==> src/rtl/johnson_decoder_monitor_if.sv <==
// rtl/johnson_decoder_monitor_if.sv - sample/result bundle for the Johnson code monitor
// Purpose: groups the sampled Johnson code input and the decoded/status outputs.
// Ports (signals):
//   in_valid, q_in                       driven by the code source (master)
//   index_out, index_valid, code_err,
//   seq_err, locked, err_count           driven by the monitor (slave)
interface johnson_decoder_monitor_if #(
  parameter int WIDTH     = 4,
  parameter int ERR_CNT_W = 8
);
  localparam int IW = $clog2(2 * WIDTH);

  logic                 in_valid;
  logic [WIDTH-1:0]     q_in;
  logic [IW-1:0]        index_out;
  logic                 index_valid;
  logic                 code_err;
  logic                 seq_err;
  logic                 locked;
  logic [ERR_CNT_W-1:0] err_count;

  modport master (
    output in_valid, q_in,
    input  index_out, index_valid, code_err, seq_err, locked, err_count
  );

  modport slave (
    input  in_valid, q_in,
    output index_out, index_valid, code_err, seq_err, locked, err_count
  );
endinterface

==> src/rtl/johnson_decoder_monitor.sv <==
// rtl/johnson_decoder_monitor.sv - Johnson code decoder with sequence lock and error count
// Purpose: decodes a sampled Johnson code to its state index, flags illegal codes,
//   tracks whether successive samples follow the Johnson sequence and keeps a
//   saturating error count.
// Ports:
//   clk  rising-edge clock
//   rst  synchronous active-high reset
//   bus  slave side of johnson_decoder_monitor_if
//        in: in_valid, q_in
//        out: index_out, index_valid, code_err, seq_err, locked, err_count (all registered)
module johnson_decoder_monitor #(
  parameter int WIDTH      = 4,
  parameter int LOCK_COUNT = 2,
  parameter int ERR_CNT_W  = 8
) (
  input  logic                          clk,
  input  logic                          rst,
  johnson_decoder_monitor_if.slave      bus
);
  localparam int IW = $clog2(2 * WIDTH);
  localparam int RW = $clog2(LOCK_COUNT + 1);

  typedef enum logic [1:0] {
    UNLOCKED = 2'd0,
    ACQUIRE  = 2'd1,
    LOCKED   = 2'd2
  } state_t;

  state_t               state, state_n;
  logic [RW-1:0]        run, run_n;
  logic [IW-1:0]        last, last_n;
  logic                 index_valid_n;
  logic                 code_err_n;
  logic                 seq_err_n;
  logic [ERR_CNT_W-1:0] err_count;

  function automatic logic [IW-1:0] ones(input logic [WIDTH-1:0] v);
    logic [IW-1:0] c;
    c = '0;
    for (int i = 0; i < WIDTH; i++) begin
      c = c + IW'(v[i]);
    end
    return c;
  endfunction

  // Fold the upper half of the sequence onto the lower half: with msb set the
  // inverted code must be a run of ones from bit 0, same as the lower half.
  logic             msb;
  logic [WIDTH-1:0] folded;
  logic             legal;
  logic [IW-1:0]    idx;
  logic [IW-1:0]    expect_idx;
  logic             correct;

  always_comb begin
    msb        = bus.q_in[WIDTH-1];
    folded     = msb ? ~bus.q_in : bus.q_in;
    // folded has msb 0 by construction; 2^k-1 iff no bit survives v & (v+1)
    legal      = ((folded & (folded + {{(WIDTH-1){1'b0}}, 1'b1})) == '0);
    idx        = msb ? (IW'(WIDTH) + ones(folded)) : ones(folded);
    expect_idx = (last == IW'(2 * WIDTH - 1)) ? '0 : last + IW'(1);
    correct    = (idx == expect_idx);
  end

  always_comb begin
    state_n       = state;
    run_n         = run;
    last_n        = last;
    index_valid_n = 1'b0;
    code_err_n    = 1'b0;
    seq_err_n     = 1'b0;
    if (bus.in_valid) begin
      if (!legal) begin
        code_err_n = 1'b1;
        state_n    = UNLOCKED;
        run_n      = '0;
      end else begin
        last_n        = idx;
        index_valid_n = 1'b1;
        unique case (state)
          UNLOCKED: begin
            state_n = ACQUIRE;
            run_n   = '0;
          end
          ACQUIRE: begin
            if (correct) begin
              if (run + RW'(1) == RW'(LOCK_COUNT)) begin
                state_n = LOCKED;
                run_n   = '0;
              end else begin
                run_n = run + RW'(1);
              end
            end else begin
              run_n = '0;
            end
          end
          LOCKED: begin
            if (!correct) begin
              state_n   = ACQUIRE;
              run_n     = '0;
              seq_err_n = 1'b1;
            end
          end
          default: begin
            state_n = UNLOCKED;
            run_n   = '0;
          end
        endcase
      end
    end
  end

  always_ff @(posedge clk) begin
    if (rst) begin
      state           <= UNLOCKED;
      run             <= '0;
      last            <= '0;
      bus.index_valid <= 1'b0;
      bus.code_err    <= 1'b0;
      bus.seq_err     <= 1'b0;
      bus.locked      <= 1'b0;
      err_count       <= '0;
    end else begin
      state           <= state_n;
      run             <= run_n;
      last            <= last_n;
      bus.index_valid <= index_valid_n;
      bus.code_err    <= code_err_n;
      bus.seq_err     <= seq_err_n;
      bus.locked      <= (state_n == LOCKED);
      if ((code_err_n || seq_err_n) && (err_count != '1)) begin
        err_count <= err_count + ERR_CNT_W'(1);
      end
    end
  end

  assign bus.index_out = last;
  assign bus.err_count = err_count;
endmodule

==> src/flat_wrapper.sv <==
// flat-port wrapper written by rule: the top's interface ports become plain ports
module johnson_decoder_monitor_flat 
#(
  parameter int WIDTH      = 4,
  parameter int LOCK_COUNT = 2,
  parameter int ERR_CNT_W  = 8
)
  (clk, rst, bus_in_valid, bus_q_in, bus_index_out, bus_index_valid, bus_code_err, bus_seq_err, bus_locked, bus_err_count);
  johnson_decoder_monitor_if #(.WIDTH(WIDTH), .ERR_CNT_W(ERR_CNT_W)) bus_i ();
  input  logic clk;
  input  logic rst;
  input wire logic [$bits(bus_i.in_valid)-1:0] bus_in_valid;
  input wire logic [$bits(bus_i.q_in)-1:0] bus_q_in;
  output wire logic [$bits(bus_i.index_out)-1:0] bus_index_out;
  output wire logic [$bits(bus_i.index_valid)-1:0] bus_index_valid;
  output wire logic [$bits(bus_i.code_err)-1:0] bus_code_err;
  output wire logic [$bits(bus_i.seq_err)-1:0] bus_seq_err;
  output wire logic [$bits(bus_i.locked)-1:0] bus_locked;
  output wire logic [$bits(bus_i.err_count)-1:0] bus_err_count;
  assign bus_i.in_valid = bus_in_valid;
  assign bus_i.q_in = bus_q_in;
  assign bus_index_out = bus_i.index_out;
  assign bus_index_valid = bus_i.index_valid;
  assign bus_code_err = bus_i.code_err;
  assign bus_seq_err = bus_i.seq_err;
  assign bus_locked = bus_i.locked;
  assign bus_err_count = bus_i.err_count;
  johnson_decoder_monitor #(.WIDTH(WIDTH), .LOCK_COUNT(LOCK_COUNT), .ERR_CNT_W(ERR_CNT_W)) u_core (.clk(clk), .rst(rst), .bus(bus_i));
endmodule
==> config.mk <==
export PLATFORM = sky130hd
export DESIGN_NAME = johnson_decoder_monitor_flat
export DESIGN_NICKNAME = d
export VERILOG_FILES = /design/src/rtl/johnson_decoder_monitor_if.sv /design/src/rtl/johnson_decoder_monitor.sv /design/src/flat_wrapper.sv
export SDC_FILE = /design/constraint.sdc
export NUM_CORES = 1
export LEC_CHECK = 0
export ABC_AREA = 0
export CELL_PAD_IN_SITES_DETAIL_PLACEMENT = 0
export CELL_PAD_IN_SITES_GLOBAL_PLACEMENT = 1
export CORE_ASPECT_RATIO = 1.25
export CORE_UTILIZATION = 34
export CTS_CLUSTER_SIZE = 30
export DETAILED_ROUTE_END_ITERATION = 16
export PLACE_DENSITY_LB_ADDON = 0.1
export SLEW_MARGIN = 30
export SYNTH_ARGS = -nofsm -noshare
export SYNTH_HDL_FRONTEND = slang
export SYNTH_SLANG_ARGS = --single-unit
==> constraint.sdc <==
create_clock -name clk -period 3 [get_ports clk]
set_input_delay 0.45 -clock clk [delete_from_list [all_inputs] [get_ports clk]]
set_output_delay 0.45 -clock clk [all_outputs]
set_load 0.01 [all_outputs]
Word-level counts from Yosys, hierarchy flattened
Cells that the tools add are included.
- register bits: 19
- output and inout bits: 15
- add/subtract/negate cells: 8
- eq/ne operators: 8
- muxes and demuxes: 21
- bitwise gates (word level): 3
- reductions and logical operators: 7
- operators with widths (kind ; number):
    2-bit two-way mux ; 9
    8-bit by 1-bit adder with 8-bit output (second input constant) ; 1
    8-bit != test (second input constant) ; 1
    1-bit two-way mux ; 7
    3-bit by 1-bit adder with 3-bit output ; 2
    2-bit equality test (second input constant) ; 3
    3-bit two-way mux ; 2
    2-bit one-hot mux with 3 select lines ; 1
    4-bit by 1-bit adder with 4-bit output (second input constant) ; 1
    4-bit AND ; 1
    4-bit zero test ; 1
    4-bit two-way mux ; 1
    4-bit inverter ; 1
    2-bit one-hot mux with 2 select lines ; 1
    2-bit AND reduction ; 2
    3-bit by 1-bit adder with 3-bit output (second input constant) ; 1
    3-bit adder (first input constant) ; 1
    3-bit equality test ; 1
    3-bit equality test (second input constant) ; 1
    3-bit != test (second input constant) ; 1
    1-bit by 1-bit adder with 2-bit output ; 1
    2-bit by 1-bit adder with 2-bit output (second input constant) ; 1
    2-bit by 1-bit equality test with 1-bit output (second input constant) ; 1
    2-bit zero test ; 1
    other kinds (4) ; 4

Longest topological paths before layout
Gate-level depths: netlist of run 1.
- word-level depth: 14
- gate-level depth with buffers: 12

Worst setup path after synthesis of run 1
Ideal clock, no wire load.
- path type: input to register
- start: in bus_q_in[3]
- end: reg u_core.err_count[3] (netlist: u_core.bus.err_count[3])
- library setup time: 121 ps
- arrival: 2728 ps
- setup slack: 151 ps
- stages: 12
- path through: buf_6 xor2_1 ha_1 ha_1 ha_1 xor2_4 xnor2_1 o21ai_2 a21oi_2 buf_6 nor4b_2 mux2_4
- word-level cells in the longest chain between the ends: 13
- ends and longest elaborated chain (element ; line ; text):
    from (decl) ; flat_wrapper.sv:13 ; input wire logic [$bits(bus_i.q_in)-1:0] bus_q_in;
    4-bit two-way mux ; johnson_decoder_monitor.sv:57 ; folded = msb ? ~bus.q_in : bus.q_in;
    1-bit by 1-bit adder with 2-bit output ; johnson_decoder_monitor.sv:41 ; c = c + IW'(v[i]);
    3-bit by 1-bit adder with 3-bit output (2 in a row) ; johnson_decoder_monitor.sv:41 ;
    3-bit adder ; johnson_decoder_monitor.sv:60 ; idx = msb ? (IW'(WIDTH) + ones(folded)) : ones(folded);
    3-bit two-way mux ; johnson_decoder_monitor.sv:60 ;
    3-bit equality test ; johnson_decoder_monitor.sv:62 ; correct = (idx == expect_idx);
    1-bit two-way mux ; johnson_decoder_monitor.sv:98 ; if (!correct) begin
    1-bit two-way mux ; johnson_decoder_monitor.sv:80 ; unique case (state)
    1-bit two-way mux ; johnson_decoder_monitor.sv:73 ; if (!legal) begin
    1-bit two-way mux ; johnson_decoder_monitor.sv:72 ; if (bus.in_valid) begin
    1-bit logical OR * ; johnson_decoder_monitor.sv:131 ; if ((code_err_n || seq_err_n) && (err_count != '1)) begin
    1-bit logical AND * ; johnson_decoder_monitor.sv:131 ;
    to (signal assigned) ; johnson_decoder_monitor.sv:132 ; err_count <= err_count + ERR_CNT_W'(1);
    to (decl) ; johnson_decoder_monitor.sv:35 ; logic [ERR_CNT_W-1:0] err_count;
Mark *: on every way between the ends. The rest lies on a longest branch, timed or not.
A chain may end at the register's enable or synchronous reset.

Worst setup path after layout of run 1
- start: in bus_q_in[1]
- end: reg u_core.err_count[0] (netlist: u_core.bus.err_count[0])
- word-level cells in the longest chain between the ends: 14
- ends and longest elaborated chain (element ; line ; text):
    4-bit inverter ; johnson_decoder_monitor.sv:57 ;
    4-bit two-way mux * ; johnson_decoder_monitor.sv:57 ;
    1-bit by 1-bit adder with 2-bit output * ; johnson_decoder_monitor.sv:41 ;
    3-bit by 1-bit adder with 3-bit output * (2 in a row) ; johnson_decoder_monitor.sv:41 ;
    3-bit adder ; johnson_decoder_monitor.sv:60 ;
    3-bit two-way mux * ; johnson_decoder_monitor.sv:60 ;
    named net u_core.idx[0] ; johnson_decoder_monitor.sv:51 ; logic [IW-1:0] idx;
    3-bit equality test * ; johnson_decoder_monitor.sv:62 ;
    1-bit two-way mux * ; johnson_decoder_monitor.sv:98 ;
    1-bit two-way mux * ; johnson_decoder_monitor.sv:80 ;
    1-bit two-way mux * ; johnson_decoder_monitor.sv:73 ;
    1-bit two-way mux * ; johnson_decoder_monitor.sv:72 ;
    1-bit logical OR * ; johnson_decoder_monitor.sv:131 ;
    1-bit logical AND * ; johnson_decoder_monitor.sv:131 ;
The timed path passes the listed nets; every way through them passes the cells marked *.

==> summary by stage, run 1 <==
Status
The run finished with clean final reports.

Clock network
Clock-pin slew was measured on the worst setup and hold paths at ~0.08 ns. The tree built by TritonCTS fans out to 19 sinks. CTS built an H-tree with a depth of 1. The clock passes through at most 2 buffers. TritonCTS built the clock tree. The number of buffers inserted for hold repair after clock tree synthesis is 0.

The number of clock buffers added by TritonCTS is 3. The clock latency on the worst-skew pair is approximately 0.26 ns. The root buffer cell is sky130_fd_sc_hd__clkbuf_8.

Routing
After the first detailed-routing iteration, the DRC count stood at 14. The average wire length per cell after detail routing is around 13 um. The detail route stage leaves a number of antenna-violating nets equal to 0. The via count normalized by instance count is slightly above 5. The routed wire length is 2557 um.

Across all layers, the routed design uses just over 1000 vias. The length of the first detailed-routing pass in iterations is 3. The number of remaining DRC errors is 0.

Synth
In this run, distinct cell masters in the synthesized netlist total 46. Summing every instance area after synthesis gives between 1000 and 1500 um2. The async set-or-reset flop fraction in the synthesized netlist is 0%.

The count of synthesis-stage warnings from yosys is 0. In the synthesized netlist, the number of instances is approximately 130. Each instance of the synthesized netlist takes up on average ~9.2 um2. The top flip-flop cell by instance count after synthesis is sky130_fd_sc_hd__dfxtp_1. The number of nets handed over by synthesis was 139. The register bit count reported by yosys is 19. The sequential fraction of the synthesis area is 33.12%. The synthesized design contains 0 enable-type register cells.

Worst setup path
Data arrives at the worst endpoint at 3.03 ns. Walking the worst path, the cells encountered are dlygate4sd2_1 -> xor2_1 -> buf_4 -> fa_1 -> or4b_4 -> o22ai_2 -> o21ai_2 -> a21oi_2 -> buf_6 -> nor2_2 -> mux2_4. The critical path capture point type is a register.

The worst setup path is launched from a primary input. The reg-to-reg startpoint is u_core.bus.index_out[0]. The worst reg-to-reg path cell count is 9. The critical path in this run is classified as in -> reg. In this run the worst path has a maximum fanout of 5. The largest stage delay on the critical path is roughly 0.59 ns. In this run the critical register-to-register path is captured at u_core.bus.err_count[0]. STA puts the critical path data required time at ~3.1 ns. The slowest stage cell on the critical path is sky130_fd_sc_hd__fa_1. The register-to-register setup slack is between 0.6 and 0.7 ns.

Floorplanning
The number of placement rows is 23. The initial utilization of the core area, before any placement, comes to between 30 and 40%. The die area is around 3600 um2.

The number of primary I/O pins is 22. The die width is roughly 54 um. Measured along the y axis, the die boundary spans ~67 um. The placeable core area is about 3200 um2.

Min path
The count of cells along the worst hold path is 2. The tightest min-delay check is of the reg -> reg type. The terminating pin of the worst hold path is u_core.run[1]. In this run the most critical hold path is launched from u_core.run[1].

Timing
The number of pins with negative max-slew slack in the final report is 0. The count of endpoints failing setup in the final report is 0. The worst pin sits at a relative slew slack of approximately three quarters. Final hold analysis gives a worst-case slack of between 0.4 and 0.5 ns. The final clock skew is ~0.0063 ns. Setup repair after global routing left no endpoint under its margin. The peak clock frequency supported by timing is around 350 MHz. The number of failing hold endpoints at the final stage is 0. Summed over all failing endpoints, the final setup total negative slack is 0 ns. The post-route minimum period is 2.890 ns. The final critical path takes up 96.32% of the cycle. At the pin with the least slew margin, the transition time is 0.3959 ns.

Power
In this run the static leakage power is 0.5902 nW. Power spread over the standard cell area amounts to a little over 400 nW/um2. The completed layout was analyzed and its total power is around 0.64 mW. IR analysis of the VDD net gives a maximum drop of about 200 uV.

Global route
The number of antenna violations at the first check in global routing is 0. The global routing usage summed across all routing layers is 16.90%. The global-route met3 utilization is 3.196%. Global routing consumed, on the met2 layer, between 20% and 30% of the routing resources. The via count of the first global-routing pass is 989.

The highest-utilization routing layer at the global route stage is met2. The maximum number of pins on one net before global-route repair is 14. Global routing finished with a remaining overflow of 0.

The global-route wire length before repair is between 4000 and 5000 um. The global-route met1 utilization is ~20%.

Final layout
The library cells used most frequently in the layout, excluding fill and tap cells, are sky130_fd_sc_hd__dfxtp_1, sky130_fd_sc_hd__clkdlybuf4s50_1, sky130_fd_sc_hd__buf_4. The number of nets in the finished design is approximately 180. Leaving out fill and tap cells, the most frequent cell in the layout is sky130_fd_sc_hd__dfxtp_1. The repair_antennas step left the layout with diodes totalling 0. Measured on the finished design, the core utilization comes to around 48%.

The layout overhead on the synthesized area is 33.44%. The ratio of cells with drive above 1 in the final layout is between 20% and 30%.

Placed design
The post-DP HPWL is a little under 2000 um. Routability-driven placement finished with a final weighted congestion of between 0.7 and 0.8. The number of buffer cells added on primary ports is 21.

Run
Max-cap violations in this run came to 0.
[cell families after synthesis]
| logic type | after synthesis | synth area share (%) |
|---|---|---|
| and+or+nand+nor | 56 | 27.78 |
| AOI/OAI and AO/OA | 25 | 15.03 |
| DFF | 19 | 33.12 |
| buffers and inverters | 8 | 4.793 |
| adders and majority gates | 7 | 8.279 |
| xor gates and xnor gates | 6 | 6.210 |
| muxes | 4 | 4.793 |
[worst max-delay path, delay by kind of cell]
family / cells / cell delay [ns]
adders and majority gates: 1 / 0.59
xor gates and xnor gates: 1 / 0.16
muxes: 1 / 0.29
AOI/OAI and AO/OA: 3 / 0.46
and+or+nand+nor: 2 / 0.53
buffers and inverters: 3 / 0.54
[Yosys cell counts (2+ instances only)]
cell type | instances | share of area (%)
sky130_fd_sc_hd__nand2b_1 | 2 | 1.1
sky130_fd_sc_hd__or4_1 | 3 | 2.0
sky130_fd_sc_hd__o31ai_1 | 4 | 2.6
sky130_fd_sc_hd__ha_1 | 6 | 6.5
sky130_fd_sc_hd__nor2_1 | 9 | 2.9
sky130_fd_sc_hd__inv_1 | 2 | 0.65
sky130_fd_sc_hd__buf_6 | 2 | 2.0
sky130_fd_sc_hd__nand4_1 | 2 | 1.1
sky130_fd_sc_hd__nor2b_1 | 6 | 3.3
sky130_fd_sc_hd__xnor2_1 | 2 | 1.5
sky130_fd_sc_hd__xor2_1 | 3 | 2.3
sky130_fd_sc_hd__nor3_1 | 4 | 1.7
sky130_fd_sc_hd__a21oi_1 | 11 | 4.8
sky130_fd_sc_hd__nand2_1 | 12 | 3.9
sky130_fd_sc_hd__nand3b_1 | 2 | 1.3
sky130_fd_sc_hd__mux2_4 | 3 | 3.9
sky130_fd_sc_hd__nand3_1 | 5 | 2.2
sky130_fd_sc_hd__dfxtp_1 | 19 | 33
[stage by stage]
stage               instances  setup slack (ns)  instance area, um2
floorplan                 125            0.1511                1149
global placement          191           -0.3769                1463
detailed placement        191           -0.4603                1463
CTS                       197           0.05005                1524
global route              197           0.02119                1533
finish                    197            0.1104                1533
[layer usage]
metal / up-vias / part of all wire [%]
met3: 2 / 3.1
met5: - / 0
met1: 478 / 43
li1: 517 / -
met2: 16 / 53
met4: 0 / 0.78
[flip-flops by register name (all words and copies together), names as in the netlist]
name                    flops
u_core.bus.index_valid      1
u_core.bus.locked           1
u_core.state                2
u_core.bus.seq_err          1
u_core.run                  2
u_core.bus.err_count        8
u_core.bus.index_out        3
u_core.bus.code_err         1
[how the worst max path moves through the flow]
| stage | start | to | slack, ns | cells after the start |
|---|---|---|---|---|
| detailed placement | bus_q_in[3] | u_core.bus.err_count[0] | -0.46 | 11 |
| global route | bus_q_in[1] | u_core.bus.err_count[0] | 0.02 | 11 |
| finish | bus_q_in[1] | u_core.bus.err_count[0] | 0.11 | 11 |
| CTS | bus_q_in[3] | u_core.bus.err_count[0] | 0.05 | 11 |
| global placement | bus_q_in[3] | u_core.bus.err_count[0] | -0.38 | 11 |
| floorplan | bus_q_in[3] | u_core.bus.err_count[3] | 0.15 | 12 |
[power by group]
part	switching (mW)	internal, mW
combinational	0.0836	0.0966
sequential	0.0119	0.263
clock	0.0874	0.0944
total	0.183	0.454
[area by class of cell]
type | instances | area, um2
fillers | 321 | 1690
clock buffers | 4 | 45.04
flip-flops and latches | 19 | 380.4
multi-input cells | 98 | 726.9
repair buffers | 37 | 326.6
inverters | 2 | 7.507
well taps | 37 | 46.29
[timing repair]
| action | 4_1_cts | 5_1_grt |
|---|---|---|
| buffers inserted | 1 | 0 |
| gates resized for setup | 5 | 5 |
| cloned | 1 | 0 |
| setup endpoints to repair | 8 | 7 |
| pin swaps | 3 | 2 |
Note: power is estimated with default switching activity, not from simulation.
==> run 2: changes to the inputs <==
REMOVE_ABC_BUFFERS = 1   (was not set)
==> summary by stage, run 2 (same netlist as run 1, synthesis figures left out) <==
Status
The run finished with clean final reports.

Worst setup path
The required time of the worst setup path is 3.15 ns (about the same). By startpoint and endpoint, the worst setup path is classified as in -> reg. The endpoint arrival time on the critical path is 3.05 ns (+0.02 ns). The worst setup path is captured at a register. The maximum net fanout on the critical path was 5 (unchanged). STA classifies the critical path startpoint as a primary input. The register-to-register setup slack is 0.64 ns (about the same). The worst reg-to-reg path cell count was 9 (unchanged).

Routing
The average wire length per cell after detail routing is 12.44 um (-4.1%). The length of the first detailed-routing pass in iterations is 4 (+1). The number of remaining DRC errors is 0 (unchanged). The number of nets with antenna violations after detailed routing is 0 (unchanged).

The number of vias in the routed layout was 995 (-1.8%). The via count normalized by instance count is 5.077 (-1.3%). The detailed router's first-iteration violation count came to 17 (+3). The routed wire length was 2439 um (-4.6%).

Power
The proportion of power drawn by the clock network is 28.7% (about the same). The internal power came to 0.4503 mW (-0.76%). The power density over cell area is 407.5 nW/um2 (-1.9%).

The power share of the combinational group is 27.9% (-0.4 points). The switching power total is 0.1814 mW (-0.82%). The maximum resistive drop on vdd is 209.0 uV (+1.7%).

The static power due to leakage was 0.5881 nW (-0.36%). The net switching fraction of the power was 28.71% (about the same). The part of the power in registers is 43.4% (+0.3 points).

Floorplanning
The placeable core area is 3223 um2 (unchanged). The die width was 53.99 um (unchanged). The initial core utilization came to 35.64% (unchanged). The number of placement rows is 23 (unchanged).

The height of the chip is 66.99 um (unchanged). The number of primary I/O pins is 22 (unchanged). The die area is 3616 um2 (unchanged).

Timing
The number of failing hold endpoints at the final stage is 0 (unchanged). The headroom to the max-slew limit came to 52.46% (-21 points). The peak clock frequency supported by timing is 344.6 MHz (-0.43%).

The actual slew at the worst max-slew pin is 0.7108 ns (+0.3149 ns). The count of endpoints failing setup in the final report was 0 (unchanged). The worst hold slack after final layout came to 0.4619 ns (-0.002189 ns).

The final clock skew is 0.004066 ns (-0.002221 ns). The worst setup slack after layout is 0.09782 ns (-0.01262 ns). Setup repair after global routing left no endpoint under its margin. The post-route clock period utilization is 96.74% (+0.42 points). The post-route minimum period is 2.902 ns (+0.01262 ns). The number of pins with negative max-slew slack in the final report is 0 (unchanged).

Min path
The count of cells along the worst hold path is 2 (unchanged). The worst hold path class is reg -> reg.

Placed design
The post-DP HPWL is 1843 um (-5.5%). The area of placed instances was 1455 um2 (-0.51%). The number of buffer cells added on primary ports came to 21 (unchanged). The setup slack at placement came to -0.4654 ns (-0.005100 ns). The post-placement cell count was 190 (-0.52%). The final weighted congestion in routability-driven placement is 0.7668 (+0.82%).

Final layout
The cell area after layout is 1550 um2 (+1.1%). The number of flip-flops under the largest register name came to 8 (unchanged). The antenna cell count came to 0 (unchanged).

The final standard cell utilization of the core is 48.10% (+0.54 points). In the layout the commonest cells are sky130_fd_sc_hd__dfxtp_1, sky130_fd_sc_hd__clkdlybuf4s50_1, sky130_fd_sc_hd__buf_4. The ratio of cells with drive above 1 in the final layout is 23.90% (+0.77 points).

The layout overhead on the synthesized area is 34.97%. Leaving out fill and tap cells, the most frequent cell in the layout is sky130_fd_sc_hd__dfxtp_1. Counting flops per register, the top entry is u_core.bus.err_count. The number of nets in the finished design is 174 (-0.57%). The number of fill cells in the layout is 338 (+5.3%). The number of non-filler instances in the completed layout was 196 (-0.51%).

Global route
The aggregate global routing overflow is 0 (unchanged). The global-route wire length before repair came to 3898 um (-12%). The global routing usage summed across all routing layers was 14.94% (-2.0 points).

The number of antenna violations at the first check in global routing is 0 (unchanged). The maximum number of pins on one net before global-route repair is 22 (+8). The via count of the first global-routing pass was 897 (-9.3%).

Clock network
The clock sink count was 19 (unchanged). The maximum buffer depth of the clock tree is 2 (unchanged). The number of buffers inserted for hold repair after clock tree synthesis came to 0 (unchanged). The clock latency on the worst-skew pair is 0.26 ns (about the same). The CTS clock-pin slew for the worst setup and hold paths is 0.07 ns (about the same). The tree is rooted in a sky130_fd_sc_hd__clkbuf_8. TritonCTS built the clock tree. The H-tree depth came to 1 (unchanged).

The number of buffers created by CTS came to 3 (unchanged).

Run
The number of maximum-capacitance constraint violations is 0 (unchanged).
[run 2: layout make-up]
class                           instances  area, um2  area share, %
Sequential cell                        19      380.4          24.54
Timing Repair Buffer                   36      319.1          20.58
Inverter                                2      7.507         0.4843
Clock buffer                            4      45.04          2.906
Tap cell                               37      46.29          2.986
Multi-Input combinational cell         98      752.0          48.51
[run 2: path summary, 6_finish.rpt]
kind | from | endpoint
setup / recovery | bus_q_in[2] | u_core.bus.err_count[0]
hold / removal | u_core.run[1] | u_core.run[1]
setup reg to reg | u_core.bus.index_out[0] | u_core.bus.err_count[0]
hold reg to reg | u_core.run[1] | u_core.run[1]
[run 2: routing by layer]
| layer | up-vias | track usage, % | routed length, um |
|---|---|---|---|
| met5 | - | 0 | 0 |
| met4 | 0 | 6.731 | 51 |
| met3 | 5 | 2.740 | 72 |
| met2 | 19 | 26.08 | 1242 |
| met1 | 459 | 16.99 | 1073 |
| li1 | 512 | - | - |
[run 2: power by group through the flow]
stage | registers, mW | logic [mW] | clock network (mW)
2_1_floorplan | 0.281 | 0.0900 | 0
3_3_place_gp | 0.280 | 0.167 | 0
3_5_place_dp | 0.280 | 0.169 | 0
4_1_cts | 0.274 | 0.173 | 0.185
5_1_grt | 0.276 | 0.195 | 0.197
6_report | 0.274 | 0.176 | 0.182
[run 2: what timing repair did]
action,CTS,global route
pin swaps,0,2
endpoints found under the setup margin,8,7
buffers inserted,0,2
gates cloned,0,0
gates resized for setup,6,5
[run 2: per-stage QoR]
stage | total power, mW | setup TNS [ns]
floorplan | 0.3712 | 0
finish | 0.6317 | 0
CTS | 0.6324 | 0
global route | 0.6678 | 0
detailed placement | 0.4487 | -4.024
global placement | 0.4463 | -3.464
[run 2: worst max-delay path, stage by stage]
cell and delay [ns]:
sky130_fd_sc_hd__clkdlybuf4s50_1 0.47, sky130_fd_sc_hd__xor2_2 0.18, sky130_fd_sc_hd__fa_1 0.53, sky130_fd_sc_hd__or4b_1 0.46, sky130_fd_sc_hd__o22ai_2 0.16, sky130_fd_sc_hd__o21ai_2 0.09
sky130_fd_sc_hd__a21oi_4 0.22, sky130_fd_sc_hd__buf_4 0.15, sky130_fd_sc_hd__nor2_2 0.04, sky130_fd_sc_hd__mux2_4 0.30
==> run 3: changes to the inputs <==
ABC_AREA = 1   (was 0)
CORE_UTILIZATION = 38   (was 34)
clock period = 3.54 ns   (was 3 ns; I/O delays follow)
==> summary by stage, run 3 <==
Status
The flow ran to the end, and the final reports show no timing, DRC or antenna violations.

Routing
The routed wire length was 2120 um (-13%). The routed length on met2 came to 1168 um (-6.0%). The length of the first detailed-routing pass in iterations came to 4 (unchanged). The number of vias in the routed layout was 1000 (+0.50%). The number of nets with antenna violations after detailed routing is 0 (unchanged).

The via count normalized by instance count is 4.808 (-5.3%). The top layer used by detailed routing is met4. The detailed router's first-iteration violation count came to 12 (-5). The total routed wire length on the met1 layer is 857 um (-20%).

The detailed route wirelength on metal3 is 74 um (+2.8%). The average wire length per cell after detail routing is 10.19 um (-18%). The number of remaining DRC errors is 0 (unchanged).

Worst setup path
The endpoint arrival time on the critical path is 2.94 ns (-0.11 ns). The reg-to-reg startpoint is u_core.bus.index_out[0]. The endpoint identified for the worst register-to-register timing path is u_core.bus.err_count[3]. The register-to-register setup slack is 1.73 ns (+1.09 ns). The required time of the worst setup path is 3.70 ns (+0.55 ns). The maximum net fanout on the critical path was 10 (+5).

The worst reg-to-reg path cell count is 13 (+4). The critical path capture point type is a register. The startpoint class of the critical path is a primary input.

By startpoint and endpoint, the worst setup path is classified as in -> reg.

Power
The maximum resistive drop on vdd is 168.3 uV (-20%). The final total power is 0.4273 mW (-32%). The static power due to leakage is 0.5856 nW (-0.42%). The power density over cell area is 314.5 nW/um2 (-23%).

Min path
The worst hold path class is reg -> reg. The terminating pin of the worst hold path is u_core.run[1]. In this run the most critical hold path is launched from u_core.run[1]. The count of cells along the worst hold path is 2 (unchanged).

Clock network
The CTS clock-pin slew for the worst setup and hold paths was 0.11 ns (+0.04 ns). The H-tree depth is 1 (unchanged). The root buffer cell is sky130_fd_sc_hd__clkbuf_4. The clock latency on the worst-skew pair came to 0.29 ns (+0.03 ns). The maximum buffer depth of the clock tree is 2 (unchanged). The clock sink count is 19 (unchanged).

The number of buffers inserted for hold repair after clock tree synthesis is 0 (unchanged). The post-cts resize count was 0 (-6). The number of buffers created by CTS is 3 (unchanged). The post-CTS setup buffer count was 0 (unchanged). The TritonCTS clock tree is done.

Global route
The global routing usage summed across all routing layers is 16.34% (+1.4 points). The aggregate global routing overflow is 0 (unchanged). The number of antenna violations at the first check in global routing was 0 (unchanged). The maximum number of pins on one net before global-route repair is 15 (-32%). The global-route wire length before repair is 3815 um (-2.1%). The via count of the first global-routing pass came to 946 (+5.5%).

Final layout
The library cell used most frequently in the layout, excluding fill and tap cells, is sky130_fd_sc_hd__nand2_1. The top cell types in the final layout, fill and taps aside, are sky130_fd_sc_hd__nand2_1, sky130_fd_sc_hd__clkdlybuf4s50_1, sky130_fd_sc_hd__dfxtp_1. The number of flip-flops under the largest register name came to 8 (unchanged).

The number of nets in the finished design is 189 (+8.6%). Counting flops per register, the top entry is u_core.bus.err_count. The antenna cell count is 0 (unchanged). The ratio of cells with drive above 1 in the final layout is 9.770% (-14 points).

The layout overhead on the synthesized area is 25.55%. The number of fill cells in the layout is 292 (-14%).

Synth
The count of different cell masters after synthesis is 23 (-50%). The count of synthesis-stage warnings from yosys came to 0 (unchanged). Counting instances in the post-synthesis netlist gives the leading cell types as sky130_fd_sc_hd__nand2_1, sky130_fd_sc_hd__dfxtp_1, sky130_fd_sc_hd__nand3_1. The register bit count reported by yosys is 19 (unchanged).

The sequential fraction of the synthesis area was 35.14% (+2.0 points). The area of the mapped netlist is 1082 um2 (-5.8%). The mean instance size in the synthesized netlist came to 7.215 um2 (-21%). In the post-synthesis netlist, the cell with the most instances is sky130_fd_sc_hd__nand2_1. The top flip-flop cell by instance count after synthesis is sky130_fd_sc_hd__dfxtp_1. The area share of the largest cell type after synthesis was 35.14% (+2.0 points).

The count of flip-flops with a built-in enable after synthesis is 0 (unchanged). The number of instances in the synthesized netlist is 150 (+20%). The largest area contributor in the synthesized netlist is sky130_fd_sc_hd__dfxtp_1.

Ranked by total cell area, the synthesized netlist is headed by sky130_fd_sc_hd__dfxtp_1, sky130_fd_sc_hd__nand2_1, sky130_fd_sc_hd__nand3_1. The async set-or-reset flop fraction in the synthesized netlist is 0% (unchanged).

Placed design
The number of buffer cells added on primary ports is 21 (unchanged). The final weighted congestion in routability-driven placement came to 0.7977 (+4.0%). The post-DP HPWL came to 1736 um (-5.8%).

Timing
The count of endpoints failing setup in the final report was 0 (unchanged). The headroom to the max-slew limit is 66.75% (+14 points). The clock period could shrink to 2.785 ns. The actual slew at the worst max-slew pin is 0.4972 ns (-0.2137 ns). The final clock skew is 0.009127 ns (+0.005061 ns).

The number of pins with negative max-slew slack in the final report is 0 (unchanged). The sum of negative setup slack is 0 ns (unchanged). Static timing analysis puts the maximum clock frequency at 359.1 MHz. The number of failing hold endpoints at the final stage is 0 (unchanged). The post-route clock period utilization is 78.67%. Setup repair after global routing left no endpoint under its margin.

Floorplanning
The die width came to 49.74 um (-7.9%). The initial core utilization is 40.38% (+4.7 points). The height of the chip is 61.67 um (-7.9%). The number of primary I/O pins came to 22 (unchanged). The die area is 3067 um2 (-15%). The placeable core area was 2680 um2 (-17%). The number of placement rows is 21 (-8.7%).

Run
The number of maximum-capacitance constraint violations is 0 (unchanged).
==> run 3: cell types whose count changed after synthesis, sizes merged, moves of 3 or more <==
cell   change
nor2       +3
nand2     +36
inv       +14
nor2b      -6
or4        -3
nand3     +13
mux2       -3
o31ai      -5
nor3       -3
buf        -4
==> run 3: cell type report <==
| cell class | instances | area [um2] | share of cell area, % |
|---|---|---|---|
| flip-flops and latches | 19 | 380.4 | 27.99 |
| multi-input cells | 114 | 638.1 | 46.96 |
| repair buffers | 21 | 210.2 | 15.47 |
| clock inverters | 1 | 5.005 | 0.3683 |
| clock buffers | 3 | 22.52 | 1.657 |
| well taps | 34 | 42.54 | 3.131 |
| inverters | 16 | 60.06 | 4.420 |
==> run 3: worst max-delay path, cell delays in order <==
cell and delay [ns]:
sky130_fd_sc_hd__clkdlybuf4s50_1 0.59, sky130_fd_sc_hd__inv_2 0.09, sky130_fd_sc_hd__nand2_1 0.07, sky130_fd_sc_hd__nand2_1 0.07
sky130_fd_sc_hd__inv_1 0.10, sky130_fd_sc_hd__ha_1 0.23, sky130_fd_sc_hd__ha_1 0.19, sky130_fd_sc_hd__ha_1 0.20
sky130_fd_sc_hd__nand2_1 0.11, sky130_fd_sc_hd__nand2_1 0.06, sky130_fd_sc_hd__nand2_1 0.05, sky130_fd_sc_hd__nand2_1 0.04
sky130_fd_sc_hd__nand2_1 0.09, sky130_fd_sc_hd__nand3_2 0.11, sky130_fd_sc_hd__nand2_4 0.13, sky130_fd_sc_hd__nand2_2 0.12
sky130_fd_sc_hd__nand2_1 0.08, sky130_fd_sc_hd__a21oi_1 0.06
==> run 3: metal layers <==
metal / GRT usage [%] / up-vias
met5: 0 / -
met2: 33.20 / 19
li1: - / 530
met4: 7.347 / 0
met1: 16.44 / 449
met3: 2.469 / 2
==> run 3: worst max-delay path by stage <==
stage,slack [ns],startpoint,end
2_1_floorplan,1.28,bus_q_in[3],u_core.bus.err_count[2]
3_3_place_gp,0.49,bus_q_in[3],u_core.bus.err_count[4]
3_5_place_dp,0.43,bus_q_in[3],u_core.bus.err_count[3]
4_1_cts,0.75,bus_q_in[3],u_core.bus.err_count[3]
5_1_grt,0.50,bus_q_in[3],u_core.bus.err_count[7]
6_report,0.75,bus_q_in[3],u_core.bus.err_count[3]
==> run 3: metrics by stage <==
stage               instance area (um2)  cells  setup WS, ns  utilization [%]  hold slack (ns)
finish                             1359    208        0.7550            50.70           0.4521
global route                       1359    208        0.5043            50.70           0.4862
CTS                                1359    208        0.7464            50.70           0.4549
detailed placement                 1331    204        0.4290            49.67           0.4368
global placement                   1331    204        0.4908            49.67           0.4303
floorplan                          1079    149         1.282                -           0.4156
==> run 3: cell families after synthesis <==
family | after synthesis | share of synthesized area, %
fa+ha+maj | 7 | 8.786
buf+inv | 17 | 5.895
flops | 19 | 35.14
simple gates | 83 | 36.65
xor+xnor | 6 | 4.855
compound gates | 18 | 8.670
==> run 3: power by group <==
part           switching (mW)  internal [mW]  leakage, nW
logic                  0.0529         0.0401        0.413
registers             0.00593          0.221        0.155
clock network          0.0654         0.0420       0.0177
